===== src/rtl/sram_arbiter_if.sv =====
// rtl/sram_arbiter_if.sv - requester A/B and SRAM-port bundle for sram_arbiter
//
// Purpose: groups the A fetch port, the B load/store port and the SRAM
// read/write port signals so they travel as one bundle.
// Modports:
//   slave  - the arbiter: takes requests and read_data, drives grants,
//            responses and the SRAM read/write port.
//   master - the requesters plus the SRAM: the mirror image of slave.
interface sram_arbiter_if #(
  parameter int LOGDEPTH = 10
);
  // Requester A (read-only)
  logic                a_req;
  logic [LOGDEPTH-1:0] a_addr;
  logic                a_gnt;
  logic                a_rvalid;
  logic [31:0]         a_rdata;
  // Requester B (read/write)
  logic                b_req;
  logic                b_we;
  logic [LOGDEPTH-1:0] b_addr;
  logic [3:0]          b_byte_en;
  logic [31:0]         b_wdata;
  logic                b_gnt;
  logic                b_rvalid;
  logic [31:0]         b_rdata;
  // SRAM ports
  logic                read_req;
  logic [LOGDEPTH-1:0] read_addr;
  logic [31:0]         read_data;
  logic                write_req;
  logic [LOGDEPTH-1:0] write_addr;
  logic [3:0]          write_byte_en;
  logic [31:0]         write_data;

  modport slave (
    input  a_req, a_addr,
    output a_gnt, a_rvalid, a_rdata,
    input  b_req, b_we, b_addr, b_byte_en, b_wdata,
    output b_gnt, b_rvalid, b_rdata,
    output read_req, read_addr,
    input  read_data,
    output write_req, write_addr, write_byte_en, write_data
  );

  modport master (
    output a_req, a_addr,
    input  a_gnt, a_rvalid, a_rdata,
    output b_req, b_we, b_addr, b_byte_en, b_wdata,
    input  b_gnt, b_rvalid, b_rdata,
    input  read_req, read_addr,
    output read_data,
    input  write_req, write_addr, write_byte_en, write_data
  );
endinterface


===== src/rtl/sram_arbiter.sv =====
// rtl/sram_arbiter.sv - round-robin read arbiter sharing one SRAM between fetch (A) and load/store (B)
//
// Purpose: B writes go straight to the SRAM write port; A and B reads share
// the single read port with round-robin priority. Read data comes back one
// cycle after the grant, steered by the registered owner. An A read to the
// word being written by B in the same cycle is held off one cycle so A never
// reads the pre-write value.
// Ports:
//   clk      - clock, rising edge
//   reset_n  - asynchronous active-low reset
//   bus      - sram_arbiter_if.slave: A port, B port, SRAM read/write port
module sram_arbiter #(
  parameter int DEPTH = 1024
) (
  input logic          clk,
  input logic          reset_n,
  sram_arbiter_if.slave bus
);
  localparam int LOGDEPTH = $clog2(DEPTH);

  typedef enum logic [1:0] {OWN_NONE, OWN_A, OWN_B} owner_t;
  typedef enum logic       {LAST_A, LAST_B} last_t;

  owner_t owner;
  last_t  last_rd;

  logic b_wr;
  logic b_rd;
  logic hazard;
  logic a_rd_ok;
  logic grant_a;
  logic grant_b;

  always_comb begin
    b_wr    = bus.b_req & bus.b_we;
    b_rd    = bus.b_req & ~bus.b_we;
    // The SRAM reads before it writes on the same edge, so a same-word
    // read alongside a write would return the old word.
    hazard  = bus.a_req & b_wr & (bus.a_addr == bus.b_addr);
    a_rd_ok = bus.a_req & ~hazard;
    // On a tie the requester that did not win the last read goes first.
    grant_a = a_rd_ok & (~b_rd | (last_rd == LAST_B));
    grant_b = b_rd & (~a_rd_ok | (last_rd == LAST_A));
  end

  // Grants and port strobes are forced low while reset is asserted.
  assign bus.a_gnt         = reset_n & grant_a;
  assign bus.b_gnt         = reset_n & (b_wr | grant_b);
  assign bus.read_req      = reset_n & (grant_a | grant_b);
  assign bus.read_addr     = grant_b ? bus.b_addr : bus.a_addr;
  assign bus.write_req     = reset_n & b_wr;
  assign bus.write_addr    = bus.b_addr;
  assign bus.write_byte_en = bus.b_byte_en;
  assign bus.write_data    = bus.b_wdata;

  // owner is cleared asynchronously, so a response in flight when reset
  // hits disappears at once and never reappears after release.
  assign bus.a_rvalid = reset_n & (owner == OWN_A);
  assign bus.b_rvalid = reset_n & (owner == OWN_B);
  assign bus.a_rdata  = bus.read_data;
  assign bus.b_rdata  = bus.read_data;

  always_ff @(posedge clk or negedge reset_n) begin
    if (!reset_n) begin
      owner   <= OWN_NONE;
      last_rd <= LAST_B;
    end else begin
      if (grant_a) begin
        owner   <= OWN_A;
        last_rd <= LAST_A;
      end else if (grant_b) begin
        owner   <= OWN_B;
        last_rd <= LAST_B;
      end else begin
        owner   <= OWN_NONE;
      end
    end
  end

  logic unused_ok;
  assign unused_ok = (LOGDEPTH > 0);
endmodule


===== src/flat_wrapper.sv =====
// flat-port wrapper written by rule: the top's interface ports become plain ports
module sram_arbiter_flat 
#(
  parameter int DEPTH = 1024
)
  (clk, reset_n, bus_a_req, bus_a_addr, bus_a_gnt, bus_a_rvalid, bus_a_rdata, bus_b_req, bus_b_we, bus_b_addr, bus_b_byte_en, bus_b_wdata, bus_b_gnt, bus_b_rvalid, bus_b_rdata, bus_read_req, bus_read_addr, bus_read_data, bus_write_req, bus_write_addr, bus_write_byte_en, bus_write_data);
  sram_arbiter_if bus_i ();
  input logic clk;
  input logic reset_n;
  input wire logic [$bits(bus_i.a_req)-1:0] bus_a_req;
  input wire logic [$bits(bus_i.a_addr)-1:0] bus_a_addr;
  output wire logic [$bits(bus_i.a_gnt)-1:0] bus_a_gnt;
  output wire logic [$bits(bus_i.a_rvalid)-1:0] bus_a_rvalid;
  output wire logic [$bits(bus_i.a_rdata)-1:0] bus_a_rdata;
  input wire logic [$bits(bus_i.b_req)-1:0] bus_b_req;
  input wire logic [$bits(bus_i.b_we)-1:0] bus_b_we;
  input wire logic [$bits(bus_i.b_addr)-1:0] bus_b_addr;
  input wire logic [$bits(bus_i.b_byte_en)-1:0] bus_b_byte_en;
  input wire logic [$bits(bus_i.b_wdata)-1:0] bus_b_wdata;
  output wire logic [$bits(bus_i.b_gnt)-1:0] bus_b_gnt;
  output wire logic [$bits(bus_i.b_rvalid)-1:0] bus_b_rvalid;
  output wire logic [$bits(bus_i.b_rdata)-1:0] bus_b_rdata;
  output wire logic [$bits(bus_i.read_req)-1:0] bus_read_req;
  output wire logic [$bits(bus_i.read_addr)-1:0] bus_read_addr;
  input wire logic [$bits(bus_i.read_data)-1:0] bus_read_data;
  output wire logic [$bits(bus_i.write_req)-1:0] bus_write_req;
  output wire logic [$bits(bus_i.write_addr)-1:0] bus_write_addr;
  output wire logic [$bits(bus_i.write_byte_en)-1:0] bus_write_byte_en;
  output wire logic [$bits(bus_i.write_data)-1:0] bus_write_data;
  assign bus_i.a_req = bus_a_req;
  assign bus_i.a_addr = bus_a_addr;
  assign bus_a_gnt = bus_i.a_gnt;
  assign bus_a_rvalid = bus_i.a_rvalid;
  assign bus_a_rdata = bus_i.a_rdata;
  assign bus_i.b_req = bus_b_req;
  assign bus_i.b_we = bus_b_we;
  assign bus_i.b_addr = bus_b_addr;
  assign bus_i.b_byte_en = bus_b_byte_en;
  assign bus_i.b_wdata = bus_b_wdata;
  assign bus_b_gnt = bus_i.b_gnt;
  assign bus_b_rvalid = bus_i.b_rvalid;
  assign bus_b_rdata = bus_i.b_rdata;
  assign bus_read_req = bus_i.read_req;
  assign bus_read_addr = bus_i.read_addr;
  assign bus_i.read_data = bus_read_data;
  assign bus_write_req = bus_i.write_req;
  assign bus_write_addr = bus_i.write_addr;
  assign bus_write_byte_en = bus_i.write_byte_en;
  assign bus_write_data = bus_i.write_data;
  sram_arbiter #(.DEPTH(DEPTH)) u_core (.clk(clk), .reset_n(reset_n), .bus(bus_i));
endmodule

===== config.mk =====
export PLATFORM = sky130hd
export DESIGN_NAME = sram_arbiter_flat
export DESIGN_NICKNAME = d
export VERILOG_FILES = /design/src/rtl/sram_arbiter_if.sv /design/src/rtl/sram_arbiter.sv /design/src/flat_wrapper.sv
export SDC_FILE = /design/constraint.sdc
export NUM_CORES = 1
export LEC_CHECK = 0
export BUFFER_PORTS_ARGS = -buffer_cell sky130_fd_sc_hd__buf_2
export CAP_MARGIN = 20
export CELL_PAD_IN_SITES_DETAIL_PLACEMENT = 1
export CELL_PAD_IN_SITES_GLOBAL_PLACEMENT = 1
export CORE_MARGIN = 3
export CORE_UTILIZATION = 16
export DETAILED_ROUTE_END_ITERATION = 8
export GPL_TIMING_DRIVEN = 1
export MAX_ROUTING_LAYER = met4
export PLACE_DENSITY_LB_ADDON = 0.1
export SLEW_MARGIN = 20
export SYNTH_ARGS = -nofsm -noshare
export SYNTH_HDL_FRONTEND = slang
export SYNTH_SLANG_ARGS = --single-unit

===== constraint.sdc =====
create_clock -name clk -period 1.53 [get_ports clk]
set_input_delay 0.306 -clock clk [delete_from_list [all_inputs] [get_ports clk]]
set_output_delay 0.306 -clock clk [all_outputs]
set_load 0.01 [all_outputs]

; ---- Word-level counts from Yosys, hierarchy flattened
; Cells that the tools add are included.
[word_totals]
in_bits = 93
out_inout_bits = 126
word_cells = 33
reg_bits = 3
[classes]
reduce_logical = 1
mux = 5
n_eq_ne = 3
n_bitwise = 22
[op_table]
columns = operator, n
row1 = AND 1 bit, 13
row2 = equality test 10 bit, 1
row3 = two-way mux 10 bit, 1
row4 = inverter 1 bit, 5
row5 = two-way mux 2 bit, 2
row6 = OR 1 bit, 4
row7 = equality test 2 x 1 -> 1 bit (second input constant), 1
row8 = equality test 2 bit (second input constant), 1
row9 = two-way mux 1 bit, 2
row10 = nonzero test 2 bit, 1

; ---- Logic depth before layout (Yosys ltp)
; Gate-level depths: netlist of run 1.
[logic_depth]
depth_word = 10
mapped_depth = 5
depth_no_buf = 4

; ---- Least setup slack after synthesis of run 1
; No wires, ideal clock.
[synth_timing]
path_type = register to output
start = reg u_core.last_rd
end = out bus_read_addr[0]
setup_slack_ps = -47
required_ps = 1224
t_arrival_ps = 1271
path_buffers = 1
path_stages_with_launch = 5
cell_sequence = dfstp_2 -> and2_1 -> clkbuf_1 -> nand2_1 -> o21ai_0
[synth_via]
elab_chain_cells = 4
[synth_rtl]
columns = element, line
row1 = start: declaration, sram_arbiter.sv:25  ; last_t last_rd;
row2 = start signal: assignment, sram_arbiter.sv:66  ; last_rd <= LAST_B;
row3 = start signal: assignment, sram_arbiter.sv:70  ; last_rd <= LAST_A;
row4 = start signal: assignment, sram_arbiter.sv:73  ; last_rd <= LAST_B;
row5 = inverter 1 bit, sram_arbiter.sv:43  ; grant_b = b_rd & (~a_rd_ok | (last_rd == LAST_A));
row6 = OR 1 bit, sram_arbiter.sv:43
row7 = AND 1 bit, sram_arbiter.sv:43
row8 = two-way mux 10 bit, sram_arbiter.sv:50  ; assign bus.read_addr = grant_b ? bus.b_addr : bus.a_addr;
row9 = end: declaration, flat_wrapper.sv:24  ; output wire logic [$bits(bus_i.read_addr)-1:0] bus_read_addr;
; Every way passes these cells.

; ---- Worst setup path after layout of run 1
[layout_timing]
start = in bus_a_addr[1]
end = out bus_read_addr[7]
[layout_via]
elab_chain_cells = 8
[layout_rtl]
columns = element, line
row1 = start: declaration, flat_wrapper.sv:11  ; input wire logic [$bits(bus_i.a_addr)-1:0] bus_a_addr;
row2 = equality test 10 bit, sram_arbiter.sv:39  ; hazard = bus.a_req & b_wr & (bus.a_addr == bus.b_addr);
row3 = AND 1 bit, sram_arbiter.sv:39
row4 = inverter 1 bit, sram_arbiter.sv:40  ; a_rd_ok = bus.a_req & ~hazard;
row5 = AND 1 bit, sram_arbiter.sv:40
row6 = inverter 1 bit, sram_arbiter.sv:43
row7 = OR 1 bit, sram_arbiter.sv:43
row8 = AND 1 bit, sram_arbiter.sv:43
row9 = two-way mux 10 bit, sram_arbiter.sv:50
; Every way passes these cells.

==> qor.yml, run 1 <==
run_status:
  status: "complete, but fails checks"
  violations: "setup timing"
setup_path:
  crit_required_ns: 1.22
  crit_path_start_kind: "primary input"
  crit_family: "buffers and inverters"
  critical_path.max_fanout: 7
  critPathArrivalTime_ns: 1.52
  cpPeakStageDelay_ns: 0.27
  worst_r2r_startpoint: "u_core.last_rd"
  crit_type: "primary input to primary output"
  critPathBufInv: 4
  crit_slowest_cell: "nor4_2"
  reg2regPathDepth: 4
  end_kind: "primary output"
  r2r-end: "u_core.owner[0]"
  crit_chain: "buf_6 -> xor2_1 -> nor4_2 -> buf_4 -> and3_4 -> buf_8 -> o21ai_2 -> buf_2"
  r2r_slack_ns: 0.38
timing:
  max_slew_margin_pct: 83.90
  slew_violations: 0
  fmax_ghz: 0.5490
  rsz0062_at_grt: "true"
  setup_viol: 13
  fin_ws_ns: -0.2914
  clock_skew_ns: 0.002143
  tightest_slew_ns: 0.2408
  fin_crit_sh_pct: 119.0
  hold_viol: 0
  fin_crit_ns: 1.821
grt:
  grt_usage_pct: 7.142
  antenna_found_initial: 0
  globalRoute.totalOverflow: 0
  grt_pass1_wl_mm: 5.464
  grt_start_max_net_pins: 10
  first_global_vias: 1072
synthesis:
  synth_flop_cell: "dfrtp_1"
  netlist_area_um2: 1348
  synthArstFlopShare_pct: 100.0
  synth_top_area_cell: "buf_4"
  synthMuxAreaShare_pct: 0
  synthAdderAreaFrac_pct: 0
  ys_types: 22
  synth-xor-area-share_pct: 6.500
  syn_inst: 191
  yosys-top-cells-area: "buf_4, xor2_1, and3_1"
  ys_ff_latch: 3
  synth_compound_area_share_pct: 9.935
  netlist.area_leader.share_pct: 61.28
  synth-simple-area-share_pct: 14.39
  yosys.cell_count.top_type: "buf_4"
  synth_top_family_by_area: "buffers and inverters"
  yosysSeqAreaShare_pct: 5.664
  synth_warnings: 0
  ys_top_cells_by_count: "buf_4, nand2_1, a21oi_1, and3_1, xor2_1"
  synth_edf_count: 0
  synth_fp_nets: 284
  avgSynthCellArea_um2: 7.055
clock_tree:
  clockRootBuffer: "clkbuf_8"
  htree_levels: 1
  clk_latency_ns: 0.21
  clkSinkCount: 3
  cts.clk_slew.worst_paths_ns: 0.03
  clk_path_buf_depth: 2
  cts_buffers: 3
  cts_tree: "built"
cells_and_area:
  syn2layout_area_growth_pct: -6.499
  fin_area_um2: 1260
  final_nets: 253
  drive_gt1_share_pct: 62.89
  stdcell_count: 261
  antenna-diode-count: 0
  fin_util_pct: 15.81
routing:
  num_vias: 934
  wire_per_inst_um: 13.31
  drt_first_pass_iters: 2
  drtIter0Drc: 25
  drc: 0
  avgViaCountPerCell: 3.579
  routed_wirelength_mm: 3.473
  drt.antenna.violating_nets: 0
pwr:
  max-vdd-ir-drop_v: 0.0001313
  pwr_density_cell_nw_per_um2: 584.7
  clock_power_share_pct: 31.0
  switching_power_uw: 261.8
  p_sw_share_pct: 35.53
  internal_power_uw: 475.0
  comb_power_share_pct: 54.7
  p_leak_uw: 0.0006392
  pwr-share-seq_pct: 14.3
  total_power_uw: 736.8
floorplanning:
  die_width_um: 97.77
  die-area_um2: 9559
  initial_core_util_pct: 16.91
  rows: 32
  die_y_um: 97.77
  ios: 219
  design.core.area_um2: 7968
flow_run:
  max-cap-violations: 0
min_path:
  hold_class: "primary input to asynchronous set/reset pin"
place:
  postPlaceCellArea_um2: 1076
  routabilityCongestion: 0.6744
  place_ws_ns: -0.4163
  hpwl_mm: 2.933
  numPortBuffers: 50
  dp.cells: 255
[what timing repair did]
action,CTS,global route
pin swaps,17,0
hold buffers,1,0
buffers inserted,1,0
endpoints found under the hold margin,2,0
endpoints found under the setup margin,13,13
gates resized for setup,25,2
[worst register-to-register path, cell delays in order (launching register included)]
cell     delay, ns
dfstp_2       0.54
buf_4         0.13
nor2_1        0.06
buf_4         0.13
nor3_1        0.19
[power by group through the flow]
stage / Sequential (uW) / Clock (uW) / Combinational (uW)
after global routing: 108 / 247 / 447
after CTS: 106 / 234 / 411
after global placement: 109 / 0 / 353
after detailed placement: 111 / 0 / 356
final: 106 / 228 / 403
after floorplan: 106 / 0 / 433
[cell families after synthesis]
| group | after synthesis |
|---|---|
| buffers and inverters | 116 |
| and+or+nand+nor | 37 |
| AOI/OAI and AO/OA | 25 |
| xor gates and xnor gates | 10 |
| DFF | 3 |
[final cells by class]
| cell class | instances | area [um2] |
|---|---|---|
| Tap cell | 102 | 127.6 |
| Timing Repair Buffer | 79 | 516.7 |
| Fill cell | 959 | 6708 |
| Multi-Input combinational cell | 72 | 490.5 |
| Inverter | 1 | 3.754 |
| Sequential cell | 3 | 76.32 |
| Clock buffer | 4 | 45.04 |
[layer usage]
layer	wire (um)	track usage [%]	up-vias	share of wire (%)
met1	1455	8.194	434	42
li1	-	-	443	-
met4	89	2.982	0	2.6
met3	254	2.000	15	7.3
met5	0	-	-	0
met2	1674	11.70	42	48
[how the worst max path moves through the flow]
stage | from | to | slack [ns] | depth (start not counted)
floorplan | bus_b_addr[8] | bus_read_addr[0] | 0.02 | 5
global placement | bus_b_addr[4] | bus_read_addr[6] | -0.41 | 8
detailed placement | bus_b_addr[8] | bus_read_addr[7] | -0.42 | 8
CTS | bus_a_addr[1] | bus_read_addr[7] | -0.34 | 8
global route | bus_a_addr[1] | bus_read_addr[7] | -0.40 | 8
finish | bus_a_addr[1] | bus_read_addr[7] | -0.29 | 8
[state kept, by name (all words and copies together), names as in the netlist]
signal and cells:
u_core.owner 2, u_core.last_rd 1
[cell usage in the layout, fill, tap and decap left out]
master and n:
a21oi_1 8, a21oi_2 4, a31oi_2 1, and2_1 1, and3_1 11, and3_4 1
and3b_1 2, buf_2 45, buf_4 25, buf_6 7, buf_8 1, clkbuf_1 1
clkbuf_8 3, dfrtp_1 2, dfstp_2 1, dlygate4sd3_1 1, inv_1 1, nand2_1 12
nand2_2 1, nand2b_1 1, nor2_1 3, nor2b_1 1, nor3_1 2, nor4_2 2
o211a_1 1, o21a_1 1, o21ai_1 1, o21ai_2 9, xor2_1 10
[through the flow]
stage | setup TNS [ns] | hold WS, ns
6_report | -3.321 | 0.1071
3_3_place_gp | -4.667 | 0.1420
5_1_grt | -4.680 | 0.1210
2_1_floorplan | 0 | 0.01041
3_5_place_dp | -4.701 | 0.1488
4_1_cts | -3.952 | 0.1118
Note: power is estimated with default switching activity, not from simulation.
==> run 2, diff against run 1 <==
--- a/config.mk
+++ b/config.mk
@@ -14,7 +14,8 @@
 export DETAILED_ROUTE_END_ITERATION = 8
 export GPL_TIMING_DRIVEN = 1
 export MAX_ROUTING_LAYER = met4
-export PLACE_DENSITY_LB_ADDON = 0.1
+export PLACE_DENSITY = 0.84
+export SETUP_SLACK_MARGIN = 0.15
 export SLEW_MARGIN = 20
 export SYNTH_ARGS = -nofsm -noshare
 export SYNTH_HDL_FRONTEND = slang
==> run 2 against run 1 <==
The flow still finishes with violations (setup timing). Final cell count stayed put. Fmax increased by 0.59%. Clock skew is 0.0016 ns lower. Clock-buffer cell count did not move. Sequential power about the same.
==> qor.yml, run 2 (same netlist as run 1, synthesis figures left out) <==
place:
  hpwl_mm: 3.018
  routabilityCongestion: 0.8018
  postPlaceCellArea_um2: 1081
  numPortBuffers: 50
clock_tree:
  clockRootBuffer: "clkbuf_8"
  cts_buffers: 3
  clkSinkCount: 3
  cts.clk_slew.worst_paths_ns: 0.03
  clk_latency_ns: 0.22
  cts_tree: "built"
  htree_levels: 1
  clk_path_buf_depth: 2
setup_path:
  crit_type: "register to primary output"
  crit_path_start_kind: "register"
  end_kind: "primary output"
  crit_required_ns: 1.22
  critical_path.max_fanout: 8
  reg2regPathDepth: 3
  critPathArrivalTime_ns: 1.50
floorplanning:
  die_y_um: 97.77
  die-area_um2: 9559
  ios: 219
  initial_core_util_pct: 16.91
  design.core.area_um2: 7968
  die_width_um: 97.77
  rows: 32
grt:
  grtUsageMet1_pct: 6.644
  first_global_vias: 1148
  grt_use_met2_pct: 13.92
  grt_start_max_net_pins: 9
  grt_pass1_wl_mm: 5.664
  met3_usage_pct: 2.643
  grt_most_used_layer: "met2"
  grt_usage_pct: 7.444
  globalRoute.totalOverflow: 0
  antenna_found_initial: 0
cells_and_area:
  syn2layout_area_growth_pct: 0.5572
  drive_gt1_share_pct: 64.78
  num-fill-cells: 951
  final_nets: 253
  fin_area_um2: 1355
  largest_reg_flops: 2
  antenna-diode-count: 0
  largest-register: "u_core.owner"
  final_common_cell: "buf_2"
  fin_util_pct: 17.01
  multi_input_area_um2: 539.3
  final_cell_mix: "buf_2, buf_4, nand2_1, and3_1, a21oi_1"
  seqCellArea_um2: 76.32
  largestRegisters: "u_core.owner x2, u_core.last_rd x1"
routing:
  wire_per_inst_um: 14.33
  num_vias: 1000
  drt.antenna.violating_nets: 0
  drtIter0Drc: 20
  drc: 0
  routed_wirelength_mm: 3.739
  avgViaCountPerCell: 3.831
  drt_first_pass_iters: 3
timing:
  max_slew_margin_pct: 81.69
  clock_skew_ns: 0.0005558
  fin_crit_ns: 1.811
  rsz0062_at_grt: "true"
  fin_ws_ns: -0.2806
  whs_ns: 0.1154
  slew_violations: 0
  hold_viol: 0
  tightest_slew_ns: 0.2738
  setup_viol: 13
  fin_crit_sh_pct: 118.3
  fmax_ghz: 0.5523
flow_run:
  max-cap-violations: 0
pwr:
  clock_power_share_pct: 29.4
  p_sw_share_pct: 35.89
  internal_power_uw: 506.5
  switching_power_uw: 283.6
  pwr-share-seq_pct: 13.6
  comb_power_share_pct: 57.0
  pwr_density_cell_nw_per_um2: 583.1
  p_leak_uw: 0.0006676
  max-vdd-ir-drop_v: 0.0001633
run_status:
  violations: "setup timing"
  status: "complete, but fails checks"
min_path:
  hold_class: "primary input to asynchronous set/reset pin"
[run 2: worst max-delay path: stages (launching register included)]
cell	delay (ns)
dfstp_2	0.55
buf_6	0.11
and2_4	0.16
buf_12	0.12
nand2_1	0.06
o21ai_2	0.15
buf_6	0.12
[run 2: final timing paths]
| check | slack, ns | from | endpoint |
|---|---|---|---|
| hold reg to reg | 0.65 | u_core.last_rd | u_core.owner[1] |
| max in group asynchronous | 0.85 | reset_n | u_core.owner[1] |
| min in group clk | 0.57 | bus_a_req | u_core.owner[0] |
| setup reg to reg | 0.60 | u_core.last_rd | u_core.owner[0] |
| hold / removal | 0.12 | reset_n | u_core.last_rd |
| setup / recovery | -0.28 | u_core.last_rd | bus_read_addr[7] |
[run 2: cell type report]
cell class,instances,share of cell area (%)
Clock buffer,4,3.324
Inverter,1,0.2770
Multi-Input combinational cell,72,39.80
Sequential cell,3,5.633
Tap cell,102,9.418
Timing Repair Buffer,79,41.55
[run 2: repair_timing]
| action | in CTS | in global routing |
|---|---|---|
| resized for setup | 31 | 15 |
| hold buffers | 1 | 0 |
| hold endpoints to repair | 2 | 0 |
| setup endpoints to repair | 16 | 14 |
| setup buffers | 2 | 0 |
| pin swaps | 19 | 1 |
[run 2: metrics by stage]
stage / power (uW) / setup TNS [ns] / std cells / worst slack (ns)
CTS: 781.3 / -3.416 / 261 / -0.3013
finish: 790.2 / -3.270 / 261 / -0.2806
detailed placement: 483.4 / -7.116 / 254 / -0.5940
global placement: 470.5 / -6.014 / 254 / -0.5436
floorplan: 540.5 / 0 / 191 / 0.02888
global route: 849.2 / -4.361 / 261 / -0.3740
[run 2: power groups by stage]
stage | Clock [uW] | Sequential (uW) | Combinational, uW
4_1_cts | 244 | 104 | 433
6_report | 232 | 107 | 451
5_1_grt | 246 | 109 | 495
3_5_place_dp | 0 | 103 | 381
2_1_floorplan | 0 | 106 | 434
3_3_place_gp | 0 | 102 | 369
[run 2: layer usage]
layer,wire (um),up-vias
li1,-,438
met1,1232,494
met2,2017,44
met3,385,24
met4,103,0
met5,0,-
==> run 3, diff against run 2 <==
--- a/config.mk
+++ b/config.mk
@@ -5,16 +5,17 @@
 export SDC_FILE = /design/constraint.sdc
 export NUM_CORES = 1
 export LEC_CHECK = 0
+export ABC_AREA = 1
 export BUFFER_PORTS_ARGS = -buffer_cell sky130_fd_sc_hd__buf_2
 export CAP_MARGIN = 20
 export CELL_PAD_IN_SITES_DETAIL_PLACEMENT = 1
 export CELL_PAD_IN_SITES_GLOBAL_PLACEMENT = 1
 export CORE_MARGIN = 3
-export CORE_UTILIZATION = 16
+export CORE_UTILIZATION = 15
 export DETAILED_ROUTE_END_ITERATION = 8
 export GPL_TIMING_DRIVEN = 1
 export MAX_ROUTING_LAYER = met4
-export PLACE_DENSITY = 0.84
+export PLACE_DENSITY = 0.82
 export SETUP_SLACK_MARGIN = 0.15
 export SLEW_MARGIN = 20
 export SYNTH_ARGS = -nofsm -noshare
==> run 3 against run 2 <==
The flow still finishes with violations (setup timing). Clock power fell by 3%. Final area fell by 17%. Clock-buffer cell count did not move. Global-route usage fell by 1.7 points. Synthesized cell count rose by 2.6%. Final cell count fell by 2.7%. Non-clock buffer count fell by 19. Core utilization fell by 3.6 points. Critical path type unchanged. Largest cell class unchanged.
==> qor.yml, run 3 <==
run_status:
  status: "complete, but fails checks"
  violations: "setup timing"
synthesis:
  avgSynthCellArea_um2: 6.639
  yosys.cell_count.top_type: "buf_4"
  yosys-top-cells-area: "buf_4, nand2_1, dfrtp_1"
  synth_fp_nets: 289
  synth_warnings: 0
  netlist_area_um2: 1301
  ys_types: 20
  yosysSeqAreaShare_pct: 5.865
  syn_inst: 196
  synthArstFlopShare_pct: 100.0
  synth_flop_cell: "dfrtp_1"
  ys_ff_latch: 3
  synth_top_area_cell: "buf_4"
  netlist.area_leader.share_pct: 63.46
  synth_edf_count: 0
  ys_top_cells_by_count: "buf_4, nand2_1, inv_1"
clock_tree:
  clk_path_buf_depth: 2
  clockRootBuffer: "clkbuf_8"
  cts_tree: "built"
  clk_latency_ns: 0.21
  htree_levels: 1
  cts.clk_slew.worst_paths_ns: 0.03
  cts_buffers: 3
  clkSinkCount: 3
cells_and_area:
  stdcell_count: 254
  antenna-diode-count: 0
  largest-register: "u_core.owner"
  drive_gt1_share_pct: 59.73
  largestRegisters: "u_core.owner x2, u_core.last_rd x1"
  syn2layout_area_growth_pct: -13.75
  largest_reg_flops: 2
  multi_input_area_um2: 402.9
  num-fill-cells: 1015
  final_cell_mix: "nand2_1, buf_2, buf_6"
  final_nets: 243
  seqCellArea_um2: 76.32
grt:
  globalRoute.totalOverflow: 0
  grt_usage_pct: 5.725
  grt_pass1_wl_mm: 4.319
  first_global_vias: 841
  grt_start_max_net_pins: 10
  antenna_found_initial: 0
timing:
  fin_ws_ns: -0.1091
  rsz0062_at_grt: "true"
  clock_skew_ns: 0.001563
  hold_viol: 0
  slew_violations: 0
  tightest_slew_ns: 0.2499
  fin_crit_ns: 1.639
  max_slew_margin_pct: 83.28
  fmax_ghz: 0.6101
  setup_viol: 12
  fin_crit_sh_pct: 107.1
floorplanning:
  rows: 33
  ios: 219
  die_width_um: 99.14
  design.core.area_um2: 8341
  initial_core_util_pct: 15.60
  die_y_um: 99.14
  die-area_um2: 9829
setup_path:
  crit_path_start_kind: "register"
  critPathArrivalTime_ns: 1.33
  critical_path.max_fanout: 9
  crit_required_ns: 1.22
  end_kind: "primary output"
  reg2regPathDepth: 6
  crit_type: "register to primary output"
routing:
  drt_first_pass_iters: 4
  avgViaCountPerCell: 3.228
  drtIter0Drc: 3
  drt.antenna.violating_nets: 0
  wire_per_inst_um: 12.00
  num_vias: 820
  routed_wirelength_mm: 3.048
  drc: 0
min_path:
  hold_class: "primary input to asynchronous set/reset pin"
place:
  hpwl_mm: 2.566
  routabilityCongestion: 0.7443
  dp.cells: 245
  place_ws_ns: -0.07682
  numPortBuffers: 50
pwr:
  pwr_density_cell_nw_per_um2: 570.7
  max-vdd-ir-drop_v: 0.0001810
  p_leak_uw: 0.0006073
flow_run:
  max-cap-violations: 0
run 3: cell types whose count changed in the layout (fill, tap and decap cells not counted), sizes merged, moves of 5 or more:
cell   previous run  this run
nand2            13        45
xor2             10         1
nor2              3         8
a21oi            12         2
inv               1        13
and3             12         0
buf              78        59
o21ai            10         4
xnor2             0         5
run 3: logic make-up after synthesis:
group | synth area share [%]
buffers and inverters | 68.08
and+or+nand+nor | 19.71
AOI/OAI and AO/OA | 2.307
xor gates and xnor gates | 4.038
DFF | 5.866
run 3: cell type report:
cell class                 count  share of cell area [%]
timing repair buffer          60                   37.01
sequential                     3                   6.800
multi-input combinational     69                   35.90
inverter                      13                   4.571
tap                          105                   11.71
clock buffer                   4                   4.013
run 3: routing by layer:
layer / vias to the layer above / global-route usage, % / wire (um)
met1: 354 / 4.748 / 851
met3: 39 / 1.753 / 380
met4: 0 / 5.462 / 252
li1: 380 / - / -
met5: - / - / 0
met2: 47 / 9.969 / 1563
run 3: repair_timing:
action / CTS / global route
setup endpoints to repair: 13 / 13
pin swaps: 19 / 6
resized for setup: 29 / 3
endpoints found under the hold margin: 2 / 0
buffers inserted: 3 / 1
hold buffers: 1 / 0
run 3: worst max-delay path, stage by stage (launching register included):
cell	delay [ns]
dfstp_2	0.53
nor2_2	0.05
inv_2	0.07
nand2_4	0.08
buf_12	0.15
nand2_1	0.06
o21ai_2	0.05
buf_2	0.13
run 3: final timing paths:
kind	from	slack (ns)	to
worst max-delay path	u_core.last_rd	-0.11	bus_read_addr[6]
min in group clk	bus_a_req	0.45	u_core.owner[0]
worst min register to register	u_core.last_rd	0.72	u_core.last_rd
worst min-delay path	reset_n	0.07	u_core.last_rd
max in group asynchronous	reset_n	0.91	u_core.owner[1]
worst max register to register	u_core.last_rd	0.47	u_core.owner[0]
run 3: metrics by stage:
| stage | cell area [um2] | power [uW] | hold slack [ns] | utilization (%) | setup TNS (ns) |
|---|---|---|---|---|---|
| after floorplan | 1301 | 505.1 | 0.01041 | - | 0 |
| after global routing | 1122 | 692.1 | 0.07853 | 13.46 | -1.842 |
| final | 1122 | 640.5 | 0.07170 | 13.46 | -1.025 |
| after global placement | 908.4 | 353.9 | 0.1211 | 10.89 | -0.1082 |
| after detailed placement | 908.4 | 363.4 | 0.1255 | 10.89 | -0.1607 |
| after CTS | 1107 | 645.3 | 0.06574 | 13.28 | -1.035 |
run 3: power breakdown:
part / internal (uW) / switching [uW]
combinational: 159 / 162
sequential: 89.3 / 4.31
clock: 177 / 48.7
total: 426 / 214
